`src/rtl/axi_dma_cmd_queue_if.sv`:
```
// Command/status handshake bundle between a control master and axi_dma_cmd_queue.
// slave = queue side (accepts commands, sources status); master = control side.
interface axi_dma_cmd_queue_if #(
  parameter int unsigned C_AXI_ADDR_WIDTH = 32,
  parameter int unsigned C_TAG_WIDTH      = 4
) ();
  logic                        s_cmd_valid;
  logic                        s_cmd_ready;
  logic                        s_cmd_opcode;
  logic [C_AXI_ADDR_WIDTH-1:0] s_cmd_addr;
  logic [15:0]                 s_cmd_bytes;
  logic [C_TAG_WIDTH-1:0]      s_cmd_tag;

  logic                        m_sts_valid;
  logic                        m_sts_ready;
  logic [C_TAG_WIDTH-1:0]      m_sts_tag;
  logic                        m_sts_opcode;
  logic [1:0]                  m_sts_resp;
  logic                        m_sts_timeout;

  modport slave (
    input  s_cmd_valid, s_cmd_opcode, s_cmd_addr, s_cmd_bytes, s_cmd_tag,
    output s_cmd_ready,
    output m_sts_valid, m_sts_tag, m_sts_opcode, m_sts_resp, m_sts_timeout,
    input  m_sts_ready
  );

  modport master (
    output s_cmd_valid, s_cmd_opcode, s_cmd_addr, s_cmd_bytes, s_cmd_tag,
    input  s_cmd_ready,
    input  m_sts_valid, m_sts_tag, m_sts_opcode, m_sts_resp, m_sts_timeout,
    output m_sts_ready
  );
endinterface

```
`src/rtl/axi_dma_cmd_queue.sv`:
```
// FIFO-buffered, one-in-flight DMA command issuer: accept->trigger 2 cycles, busy fall->status 1 cycle; s_cmd_ready low when
// the FIFO is full, status held until m_sts_ready. Optional start timeout enabled by AXI_DMA_CMD_QUEUE_TIMEOUT_EN.
module axi_dma_cmd_queue #(
  parameter int unsigned C_AXI_ADDR_WIDTH = 32,
  parameter int unsigned C_QUEUE_DEPTH    = 8,
  parameter int unsigned C_TAG_WIDTH      = 4,
  parameter int unsigned C_START_TIMEOUT  = 64
) (
  input  logic                              clk,
  input  logic                              rst,
  axi_dma_cmd_queue_if.slave                ctrl,
  output logic                              dma_trigger,
  output logic                              dma_opcode,
  output logic [C_AXI_ADDR_WIDTH-1:0]       dma_start_addr,
  output logic [15:0]                       dma_num_bytes,
  input  logic                              dma_busy,
  input  logic [3:0]                        dma_response,
  output logic [$clog2(C_QUEUE_DEPTH):0]    queue_level,
  output logic                              idle
);

  localparam int unsigned PW = $clog2(C_QUEUE_DEPTH);
  localparam int unsigned LW = PW + 1;

  typedef logic [PW-1:0] ptr_t;
  typedef logic [LW-1:0] lvl_t;
  localparam lvl_t FULL = lvl_t'(C_QUEUE_DEPTH);

  typedef struct packed {
    logic                        opcode;
    logic [C_AXI_ADDR_WIDTH-1:0] addr;
    logic [15:0]                 bytes;
    logic [C_TAG_WIDTH-1:0]      tag;
  } cmd_t;

  typedef enum logic [1:0] {S_IDLE, S_WAIT_START, S_WAIT_DONE, S_REPORT} state_t;

  cmd_t   mem_q [C_QUEUE_DEPTH];
  cmd_t   wdat, head;
  ptr_t   wr_ptr_q, rd_ptr_q;
  lvl_t   level_q, level_d;
  logic   push, pop;

  state_t                        state_q, state_d;
  logic                          trig_q, trig_d;
  logic                          dma_op_q, dma_op_d;
  logic [C_AXI_ADDR_WIDTH-1:0]   dma_addr_q, dma_addr_d;
  logic [15:0]                   dma_bytes_q, dma_bytes_d;
  logic [C_TAG_WIDTH-1:0]        cur_tag_q, cur_tag_d;
  logic                          cur_op_q, cur_op_d;
  logic                          sts_vld_q, sts_vld_d;
  logic [C_TAG_WIDTH-1:0]        sts_tag_q, sts_tag_d;
  logic                          sts_op_q, sts_op_d;
  logic [1:0]                    sts_resp_q, sts_resp_d;

`ifdef AXI_DMA_CMD_QUEUE_TIMEOUT_EN
  localparam int unsigned CW = $clog2(C_START_TIMEOUT + 1);
  logic [CW-1:0] cnt_q, cnt_d;
  logic          sts_to_q, sts_to_d;
`endif

  // Ready comes from the registered level, so a full queue refuses a push even on a pop cycle.
  assign ctrl.s_cmd_ready = ~rst & (level_q != FULL);
  assign push = ctrl.s_cmd_valid & ctrl.s_cmd_ready;
  assign wdat = '{opcode: ctrl.s_cmd_opcode, addr: ctrl.s_cmd_addr,
                  bytes: ctrl.s_cmd_bytes, tag: ctrl.s_cmd_tag};
  assign head = mem_q[rd_ptr_q];

  always_ff @(posedge clk) begin
    if (push) mem_q[wr_ptr_q] <= wdat;
  end

  always_comb begin
    level_d = level_q;
    if (push && !pop)      level_d = level_q + lvl_t'(1);
    else if (pop && !push) level_d = level_q - lvl_t'(1);
  end

  always_comb begin
    state_d     = state_q;
    pop         = 1'b0;
    trig_d      = 1'b0;
    dma_op_d    = dma_op_q;
    dma_addr_d  = dma_addr_q;
    dma_bytes_d = dma_bytes_q;
    cur_tag_d   = cur_tag_q;
    cur_op_d    = cur_op_q;
    sts_vld_d   = sts_vld_q;
    sts_tag_d   = sts_tag_q;
    sts_op_d    = sts_op_q;
    sts_resp_d  = sts_resp_q;
`ifdef AXI_DMA_CMD_QUEUE_TIMEOUT_EN
    cnt_d       = cnt_q;
    sts_to_d    = sts_to_q;
`endif
    case (state_q)
      S_IDLE: begin
        if ((level_q != '0) && !dma_busy) begin
          pop       = 1'b1;
          cur_tag_d = head.tag;
          cur_op_d  = head.opcode;
          if (head.bytes == '0) begin
            // Zero-length commands never reach the engine; report success directly.
            sts_vld_d  = 1'b1;
            sts_tag_d  = head.tag;
            sts_op_d   = head.opcode;
            sts_resp_d = 2'b00;
`ifdef AXI_DMA_CMD_QUEUE_TIMEOUT_EN
            sts_to_d   = 1'b0;
`endif
            state_d    = S_REPORT;
          end else begin
            trig_d      = 1'b1;
            dma_op_d    = head.opcode;
            dma_addr_d  = head.addr;
            dma_bytes_d = head.bytes;
`ifdef AXI_DMA_CMD_QUEUE_TIMEOUT_EN
            cnt_d       = '0;
`endif
            state_d     = S_WAIT_START;
          end
        end
      end
      S_WAIT_START: begin
        if (dma_busy) begin
          state_d = S_WAIT_DONE;
`ifdef AXI_DMA_CMD_QUEUE_TIMEOUT_EN
        end else if (cnt_q == CW'(C_START_TIMEOUT - 1)) begin
          sts_vld_d  = 1'b1;
          sts_tag_d  = cur_tag_q;
          sts_op_d   = cur_op_q;
          sts_resp_d = 2'b10;
          sts_to_d   = 1'b1;
          state_d    = S_REPORT;
        end else begin
          cnt_d = cnt_q + CW'(1);
`endif
        end
      end
      S_WAIT_DONE: begin
        if (!dma_busy) begin
          sts_vld_d  = 1'b1;
          sts_tag_d  = cur_tag_q;
          sts_op_d   = cur_op_q;
          sts_resp_d = cur_op_q ? dma_response[3:2] : dma_response[1:0];
`ifdef AXI_DMA_CMD_QUEUE_TIMEOUT_EN
          sts_to_d   = 1'b0;
`endif
          state_d    = S_REPORT;
        end
      end
      S_REPORT: begin
        if (ctrl.m_sts_ready) begin
          sts_vld_d = 1'b0;
          state_d   = S_IDLE;
        end
      end
      default: state_d = S_IDLE;
    endcase
  end

  always_ff @(posedge clk) begin
    if (rst) begin
      wr_ptr_q    <= '0;
      rd_ptr_q    <= '0;
      level_q     <= '0;
      state_q     <= S_IDLE;
      trig_q      <= 1'b0;
      dma_op_q    <= 1'b0;
      dma_addr_q  <= '0;
      dma_bytes_q <= '0;
      cur_tag_q   <= '0;
      cur_op_q    <= 1'b0;
      sts_vld_q   <= 1'b0;
      sts_tag_q   <= '0;
      sts_op_q    <= 1'b0;
      sts_resp_q  <= '0;
`ifdef AXI_DMA_CMD_QUEUE_TIMEOUT_EN
      cnt_q       <= '0;
      sts_to_q    <= 1'b0;
`endif
    end else begin
      if (push) wr_ptr_q <= wr_ptr_q + ptr_t'(1);
      if (pop)  rd_ptr_q <= rd_ptr_q + ptr_t'(1);
      level_q     <= level_d;
      state_q     <= state_d;
      trig_q      <= trig_d;
      dma_op_q    <= dma_op_d;
      dma_addr_q  <= dma_addr_d;
      dma_bytes_q <= dma_bytes_d;
      cur_tag_q   <= cur_tag_d;
      cur_op_q    <= cur_op_d;
      sts_vld_q   <= sts_vld_d;
      sts_tag_q   <= sts_tag_d;
      sts_op_q    <= sts_op_d;
      sts_resp_q  <= sts_resp_d;
`ifdef AXI_DMA_CMD_QUEUE_TIMEOUT_EN
      cnt_q       <= cnt_d;
      sts_to_q    <= sts_to_d;
`endif
    end
  end

  assign ctrl.m_sts_valid  = sts_vld_q;
  assign ctrl.m_sts_tag    = sts_tag_q;
  assign ctrl.m_sts_opcode = sts_op_q;
  assign ctrl.m_sts_resp   = sts_resp_q;
`ifdef AXI_DMA_CMD_QUEUE_TIMEOUT_EN
  assign ctrl.m_sts_timeout = sts_to_q;
`else
  assign ctrl.m_sts_timeout = 1'b0;
`endif

  assign dma_trigger    = trig_q;
  assign dma_opcode     = dma_op_q;
  assign dma_start_addr = dma_addr_q;
  assign dma_num_bytes  = dma_bytes_q;
  assign queue_level    = level_q;
  assign idle           = (level_q == '0) && (state_q == S_IDLE) && !sts_vld_q;

endmodule

```
`src/flat_wrapper.sv`:
```
// flat-port wrapper written by rule: the top's interface ports become plain ports
module axi_dma_cmd_queue_flat 
#(
  parameter int unsigned C_AXI_ADDR_WIDTH = 32,
  parameter int unsigned C_QUEUE_DEPTH    = 8,
  parameter int unsigned C_TAG_WIDTH      = 4,
  parameter int unsigned C_START_TIMEOUT  = 64
)
  (clk, rst, dma_trigger, dma_opcode, dma_start_addr, dma_num_bytes, dma_busy, dma_response, queue_level, idle, ctrl_s_cmd_valid, ctrl_s_cmd_opcode, ctrl_s_cmd_addr, ctrl_s_cmd_bytes, ctrl_s_cmd_tag, ctrl_s_cmd_ready, ctrl_m_sts_valid, ctrl_m_sts_tag, ctrl_m_sts_opcode, ctrl_m_sts_resp, ctrl_m_sts_timeout, ctrl_m_sts_ready);
  axi_dma_cmd_queue_if #(.C_AXI_ADDR_WIDTH(C_AXI_ADDR_WIDTH), .C_TAG_WIDTH(C_TAG_WIDTH)) ctrl_i ();
  input  logic clk;
  input  logic rst;
  output logic dma_trigger;
  output logic dma_opcode;
  output logic [C_AXI_ADDR_WIDTH-1:0] dma_start_addr;
  output logic [15:0] dma_num_bytes;
  input  logic dma_busy;
  input  logic [3:0] dma_response;
  output logic [$clog2(C_QUEUE_DEPTH):0] queue_level;
  output logic idle;
  input wire logic [$bits(ctrl_i.s_cmd_valid)-1:0] ctrl_s_cmd_valid;
  input wire logic [$bits(ctrl_i.s_cmd_opcode)-1:0] ctrl_s_cmd_opcode;
  input wire logic [$bits(ctrl_i.s_cmd_addr)-1:0] ctrl_s_cmd_addr;
  input wire logic [$bits(ctrl_i.s_cmd_bytes)-1:0] ctrl_s_cmd_bytes;
  input wire logic [$bits(ctrl_i.s_cmd_tag)-1:0] ctrl_s_cmd_tag;
  output wire logic [$bits(ctrl_i.s_cmd_ready)-1:0] ctrl_s_cmd_ready;
  output wire logic [$bits(ctrl_i.m_sts_valid)-1:0] ctrl_m_sts_valid;
  output wire logic [$bits(ctrl_i.m_sts_tag)-1:0] ctrl_m_sts_tag;
  output wire logic [$bits(ctrl_i.m_sts_opcode)-1:0] ctrl_m_sts_opcode;
  output wire logic [$bits(ctrl_i.m_sts_resp)-1:0] ctrl_m_sts_resp;
  output wire logic [$bits(ctrl_i.m_sts_timeout)-1:0] ctrl_m_sts_timeout;
  input wire logic [$bits(ctrl_i.m_sts_ready)-1:0] ctrl_m_sts_ready;
  assign ctrl_i.s_cmd_valid = ctrl_s_cmd_valid;
  assign ctrl_i.s_cmd_opcode = ctrl_s_cmd_opcode;
  assign ctrl_i.s_cmd_addr = ctrl_s_cmd_addr;
  assign ctrl_i.s_cmd_bytes = ctrl_s_cmd_bytes;
  assign ctrl_i.s_cmd_tag = ctrl_s_cmd_tag;
  assign ctrl_s_cmd_ready = ctrl_i.s_cmd_ready;
  assign ctrl_m_sts_valid = ctrl_i.m_sts_valid;
  assign ctrl_m_sts_tag = ctrl_i.m_sts_tag;
  assign ctrl_m_sts_opcode = ctrl_i.m_sts_opcode;
  assign ctrl_m_sts_resp = ctrl_i.m_sts_resp;
  assign ctrl_m_sts_timeout = ctrl_i.m_sts_timeout;
  assign ctrl_i.m_sts_ready = ctrl_m_sts_ready;
  axi_dma_cmd_queue #(.C_AXI_ADDR_WIDTH(C_AXI_ADDR_WIDTH), .C_QUEUE_DEPTH(C_QUEUE_DEPTH), .C_TAG_WIDTH(C_TAG_WIDTH), .C_START_TIMEOUT(C_START_TIMEOUT)) u_core (.clk(clk), .rst(rst), .ctrl(ctrl_i), .dma_trigger(dma_trigger), .dma_opcode(dma_opcode), .dma_start_addr(dma_start_addr), .dma_num_bytes(dma_num_bytes), .dma_busy(dma_busy), .dma_response(dma_response), .queue_level(queue_level), .idle(idle));
endmodule
```
`config.mk`:
```
export PLATFORM = sky130hd
export DESIGN_NAME = axi_dma_cmd_queue_flat
export DESIGN_NICKNAME = d
export VERILOG_FILES = /design/src/rtl/axi_dma_cmd_queue_if.sv /design/src/rtl/axi_dma_cmd_queue.sv /design/src/flat_wrapper.sv
export SDC_FILE = /design/constraint.sdc
export NUM_CORES = 1
export LEC_CHECK = 0
export ABC_CLOCK_PERIOD_IN_PS = 8000
export BUFFER_PORTS_ARGS = -buffer_cell sky130_fd_sc_hd__buf_2
export CAP_MARGIN = 20
export CORE_AREA = 2 2 169 295
export DETAILED_ROUTE_END_ITERATION = 8
export DIE_AREA = 0 0 171 297
export HOLD_SLACK_MARGIN = 0.06
export PLACE_DENSITY = 0.56
export SLEW_MARGIN = 20
export SYNTH_ARGS = -nofsm -noshare
export SYNTH_HDL_FRONTEND = slang
export SYNTH_SLANG_ARGS = --single-unit
export TNS_END_PERCENT = 10
```
`constraint.sdc`:
```
create_clock -name clk -period 8 [get_ports clk]
set_clock_uncertainty 0.05 [all_clocks]
set_input_delay 1.2 -clock clk [delete_from_list [all_inputs] [get_ports clk]]
set_output_delay 1.2 -clock clk [all_outputs]
set_load 0.05 [all_outputs]
```
# After elaboration in Yosys (flattened, before gate mapping)
# Memories as Yosys holds them, arrays and structs flattened. A register that Yosys moved wholly into a read port is not among the register bits.
# Cells that the tools add are included.
dict set report word_totals {
  register_bits 75
  ram_bits 424
  in_bits 62
  out_inout_bits 65
  mem_count 1
}
dict set report op_classes {
  n_addsub 4
  n_eq_ne 9
  muxes 33
  n_bitwise 6
  n_reduce_logical 22
}
# name words width rd rd_ports_with_merged_regs wr line
set mem_list {}
lappend mem_list {u_core.mem_q 8 53 1 1 1 axi_dma_cmd_queue.sv:38} ;# cmd_t mem_q [C_QUEUE_DEPTH];
# operator count
set op_table {}
lappend op_table {{4-bit two-way mux} 5}
lappend op_table {{2-bit two-way mux} 9}
lappend op_table {{16-bit logical NOT} 1}
lappend op_table {{1-bit two-way mux} 12}
lappend op_table {{2-bit one-hot mux with 4 select lines} 1}
lappend op_table {{4-bit one-hot mux with 2 select lines} 1}
lappend op_table {{4-bit AND reduction} 2}
lappend op_table {{3-bit by 1-bit adder with 3-bit output (second input constant)} 2}
lappend op_table {{3-bit two-way mux} 2}
lappend op_table {{2-bit != test (second input constant)} 3}
lappend op_table {{1-bit logical AND} 5}
lappend op_table {{5-bit AND reduction} 1}
lappend op_table {{4-bit by 1-bit adder with 4-bit output (second input constant)} 1}
lappend op_table {{2-bit == test (second input constant)} 2}
lappend op_table {{1-bit logical NOT} 4}
lappend op_table {{4-bit logical NOT} 1}
lappend op_table {{2-bit by 1-bit != test with 1-bit output (second input constant)} 2}
lappend op_table {{4-bit != test (second input constant)} 1}
lappend op_table {{1-bit inverter} 4}
lappend op_table {{2-bit one-hot mux with 2 select lines} 1}
lappend op_table {{2-bit nonzero test} 2}
lappend op_table {{4-bit nonzero test} 1}
lappend op_table {{4-bit by 1-bit subtractor with 4-bit output (second input constant)} 1}
lappend op_table {{1-bit one-hot mux with 3 select lines} 1}
lappend op_table {{other kinds (8)} 9}

# Logic depth before layout (Yosys ltp)
dict set report logic_depth {
  depth_word 7
  ltp_mapped 14
  depth_no_buf 12
}

# Worst setup path before layout
# No wires, ideal clock.
dict set report synth_path {
  kind {input to register}
  startpoint {in rst}
  endpoint {mem u_core.mem_q[0][0] (netlist name), enable pin}
  setup_ns 0.529
  arrival_ns 6.179
  slack_ns 1.242
  cell_stages 5
  path_buffers 1
  path_cell_list {a21oi_1 and2_1 clkbuf_1 nand2b_1 nor3_1}
}
dict set report synth_via {
  elab_chain_len 5
}
# element line
set synth_lines {}
lappend synth_lines {{from (decl)} flat_wrapper.sv:12} ;# input logic rst;
lappend synth_lines {{1-bit inverter} axi_dma_cmd_queue.sv:63} ;# assign ctrl.s_cmd_ready = ~rst & (level_q != FULL);
lappend synth_lines {{1-bit bitwise AND} axi_dma_cmd_queue.sv:63}
lappend synth_lines {{1-bit bitwise AND} axi_dma_cmd_queue.sv:64} ;# assign push = ctrl.s_cmd_valid & ctrl.s_cmd_ready;
lappend synth_lines {{net u_core.push} axi_dma_cmd_queue.sv:42} ;# logic push, pop;
lappend synth_lines {{1-bit two-way mux} axi_dma_cmd_queue.sv:70} ;# if (push) mem_q[wr_ptr_q] <= wdat;
lappend synth_lines {{1-bit two-way mux (implied by the code)} axi_dma_cmd_queue.sv:70}
lappend synth_lines {{to (decl)} axi_dma_cmd_queue.sv:38}
# The timed path passes the listed nets, and every way through them passes these cells.

==> reports/qor.yml <==
drt:
  routed_via_density: 5.32
  wl_um: 41200
  detailedRoute.firstPassIterationCount: 5
  drtAntennaViolNets: 0
  vias: 9430
  drt-wirelength-per-cell_um: 23.2
  drt_iter0_markers: 754
  drc_errors: 0
floorplan:
  initial_utilization: 0.396
  die_x_um: 171
  ios: 127
  core_area_um2: 48500
  die-area_um2: 50800
  die_y_um: 297
  rows: 107
critical_path:
  crit_fanout: 65
  critPathKind: "reg -> reg"
  critPathLaunchType: "flop"
  cp.required_ns: 8.38
  critPathArrivalTime_ns: 5.02
  crit_path_end_kind: "flop"
  r2r_setup_slack_ns: 3.36
  r2r_end: "u_core.ctrl.m_sts_valid"
  r2r_cells: 8
cts:
  cts-root-buf: "clkbuf_16"
  clkTransAtPathRegs_ns: 0.06
  cts-htree-levels: 2
  clock_path_buffers: 3
  cts_setup_buffers: 0
  clock_sink_count: 502
  numCtsBuffers: 45
  ctsResizeCount: 0
  postCtsHoldBufs: 0
  clk_latency_ns: 0.55
  tritoncts: "done"
grt:
  grt_start_max_net_pins: 100
  grt_pass1_wl_um: 61900
  grt_use_total: 0.164
  antenna_found_initial: 9
  grt_overflow: 0
  first_global_vias: 9917
finish:
  final_nets: 1156
  syn_to_final_growth_pct: 14.4
  drive_gt1_frac: 0.307
  fillerInstances: 4268
synthesis:
  netlist.top_cell.by_area: "edfxtp_1"
  synth_common_cells: "edfxtp_1 (424), mux4_2 (106), dfxtp_1 (78), mux2i_1 (62), a21oi_1 (58)"
  synth_top_area_share: 0.663
  ys_ff_latch: 502
  netlist_instances: 961
  synthArstFlopShare: 0
  yosysMostFrequentCell: "edfxtp_1"
  ys.flop_type: "edfxtp_1"
  yosysSeqAreaShare: 0.745
  netlist_area_um2: 19200
  synthesis.nets: 1035
  synth_edf_count: 424
  yosys_warnings: 0
  synth_cell_types: 36
  postSynthAreaPerCell_um2: 20.0
  yosys-top-cells-area: "edfxtp_1 (66%), mux4_2 (12%), dfxtp_1 (8.1%)"
power_and_ir_drop:
  cellPowerDensity_nw_per_um2: 319
  p_leak_nw: 6.94
  ir_drop_v: 0.000230
worst_hold_path:
  hold_path.class: "reg -> reg"
  hold_depth: 2
  min-delay-start: "u_core.ctrl.m_sts_tag[2]"
  min_to: "u_core.ctrl.m_sts_tag[2]"
flow_run:
  maxCapViolCount: 0
place:
  pre_cts_ws_ns: 3.17
  dp_hpwl_um: 22000
  port_buffers: 125
  gp_congestion: 0.729
sta:
  tns_ns: 0
  fin_ws_ns: 3.36
  maxSlewViolCount: 0
  setup_violations: 0
  worstMarginPinSlew_ns: 1.04
  rsz0062_at_grt: "false"
  period_minus_slack_ns: 4.64
  fmax_mhz: 216
  hold_violations: 0
  fin_crit_sh: 0.580
  maxSlewHeadroom: 0.307
outcome:
  status: "finished clean"
==> routing by layer <==
layer / GRT usage / part of all wire / vias to the layer above
li1: - / - / 4190
met1: 0.204 / 0.41 / 4938
met2: 0.292 / 0.53 / 219
met3: 0.0271 / 0.043 / 75
met4: 0.0488 / 0.023 / 8
met5: 0 / 0.0012 / -
==> report_power, final <==
part	switching [mW]	internal, mW	total [mW]
logic	1.02	0.660	1.68
registers	0.201	3.03	3.23
clock network	0.907	1.19	2.09
==> worst max-delay path by stage <==
| stage | start | slack (ns) | endpoint |
|---|---|---|---|
| after floorplan | rst | 1.24 | u_core.mem_q[0][0] |
| after global placement | flop | 3.17 | u_core.ctrl.m_sts_valid |
| after detailed placement | flop | 3.17 | u_core.ctrl.m_sts_valid |
| after CTS | flop | 3.17 | u_core.ctrl.m_sts_valid |
| after global routing | flop | 2.94 | u_core.ctrl.m_sts_valid |
| final | flop | 3.36 | u_core.ctrl.m_sts_valid |
==> cell type report <==
class | count | area (um2) | share of cell area
multi-input cells | 387 | 4640 | 0.211
well taps | 654 | 818 | 0.0373
clock buffers | 69 | 1300 | 0.0592
diodes | 1 | 2.50 | 0.000114
repair buffers | 140 | 744 | 0.0339
flip-flops and latches | 502 | 14300 | 0.652
inverters | 6 | 22.5 | 0.00103
clock inverters | 15 | 125 | 0.00570
==> registers in the layout, indices dropped and copies added (netlist names), named ones only <==
signal                    cells
u_core.cur_op_q               1
u_core.ctrl.m_sts_resp        2
u_core.rd_ptr_q               3
u_core.dma_trigger            1
u_core.ctrl.m_sts_opcode      1
u_core.state_q                2
u_core.ctrl.m_sts_tag         4
u_core.mem_q                424
u_core.dma_num_bytes         16
u_core.queue_level            4
u_core.dma_opcode             1
u_core.wr_ptr_q               3
u_core.dma_start_addr        32
u_core.ctrl.m_sts_valid       1
u_core.cur_tag_q              4
==> logic make-up (layout without fill, tap and decap cells) <==
kind of cell / after synthesis / count (layout) / synth area share
other: 1 / 2 / 0.000195
multiplexers: 171 / 171 / 0.158
XOR/XNOR: 6 / 6 / 0.00274
flip-flops: 502 / 502 / 0.745
AO/OA/AOI/OAI: 124 / 124 / 0.0499
adder cells (fa/ha/maj): 12 / 12 / 0.00821
AND/OR/NAND/NOR: 73 / 73 / 0.0188
buffers and inverters: 72 / 230 / 0.0169
==> worst max-delay path, cell delays in order (launching register included) <==
cell and delay [ns]:
dfxtp_4 0.84, buf_4 0.85, mux4_2 0.59, mux2i_1 0.20, nand4_1 0.15, or4_4 0.67
buf_4 0.44, a211oi_2 0.32, mux2_2 0.35
==> per-stage QoR <==
step | area (um2) | util | hold slack (ns) | std cells | total power, mW
floorplan | 19200 | - | 0.404 | 961 | 4.58
global placement | 20500 | 0.423 | 0.410 | 1689 | 4.98
detailed placement | 20500 | 0.423 | 0.416 | 1689 | 5.00
CTS | 21900 | 0.453 | 0.428 | 1773 | 7.10
global route | 22000 | 0.453 | 0.448 | 1774 | 7.31
finish | 22000 | 0.453 | 0.421 | 1774 | 7.00
==> placed cells by master, fill, tap and decap left out, drive strengths merged, types with 2 or more instances in the layout <==
master	instances
a211oi	8
a21oi	58
a311oi	49
and2	2
buf	140
bufinv	2
clkbuf	69
clkinv	11
dfxtp	78
edfxtp	424
ha	11
inv	7
mux2	3
mux2i	62
mux4	106
nand2	14
nand2b	17
nand4	4
nor2	24
nor2b	2
nor3	4
nor4	2
o21ai	7
xnor2	3
xor2	3
(Power assumes the default switching activity.)
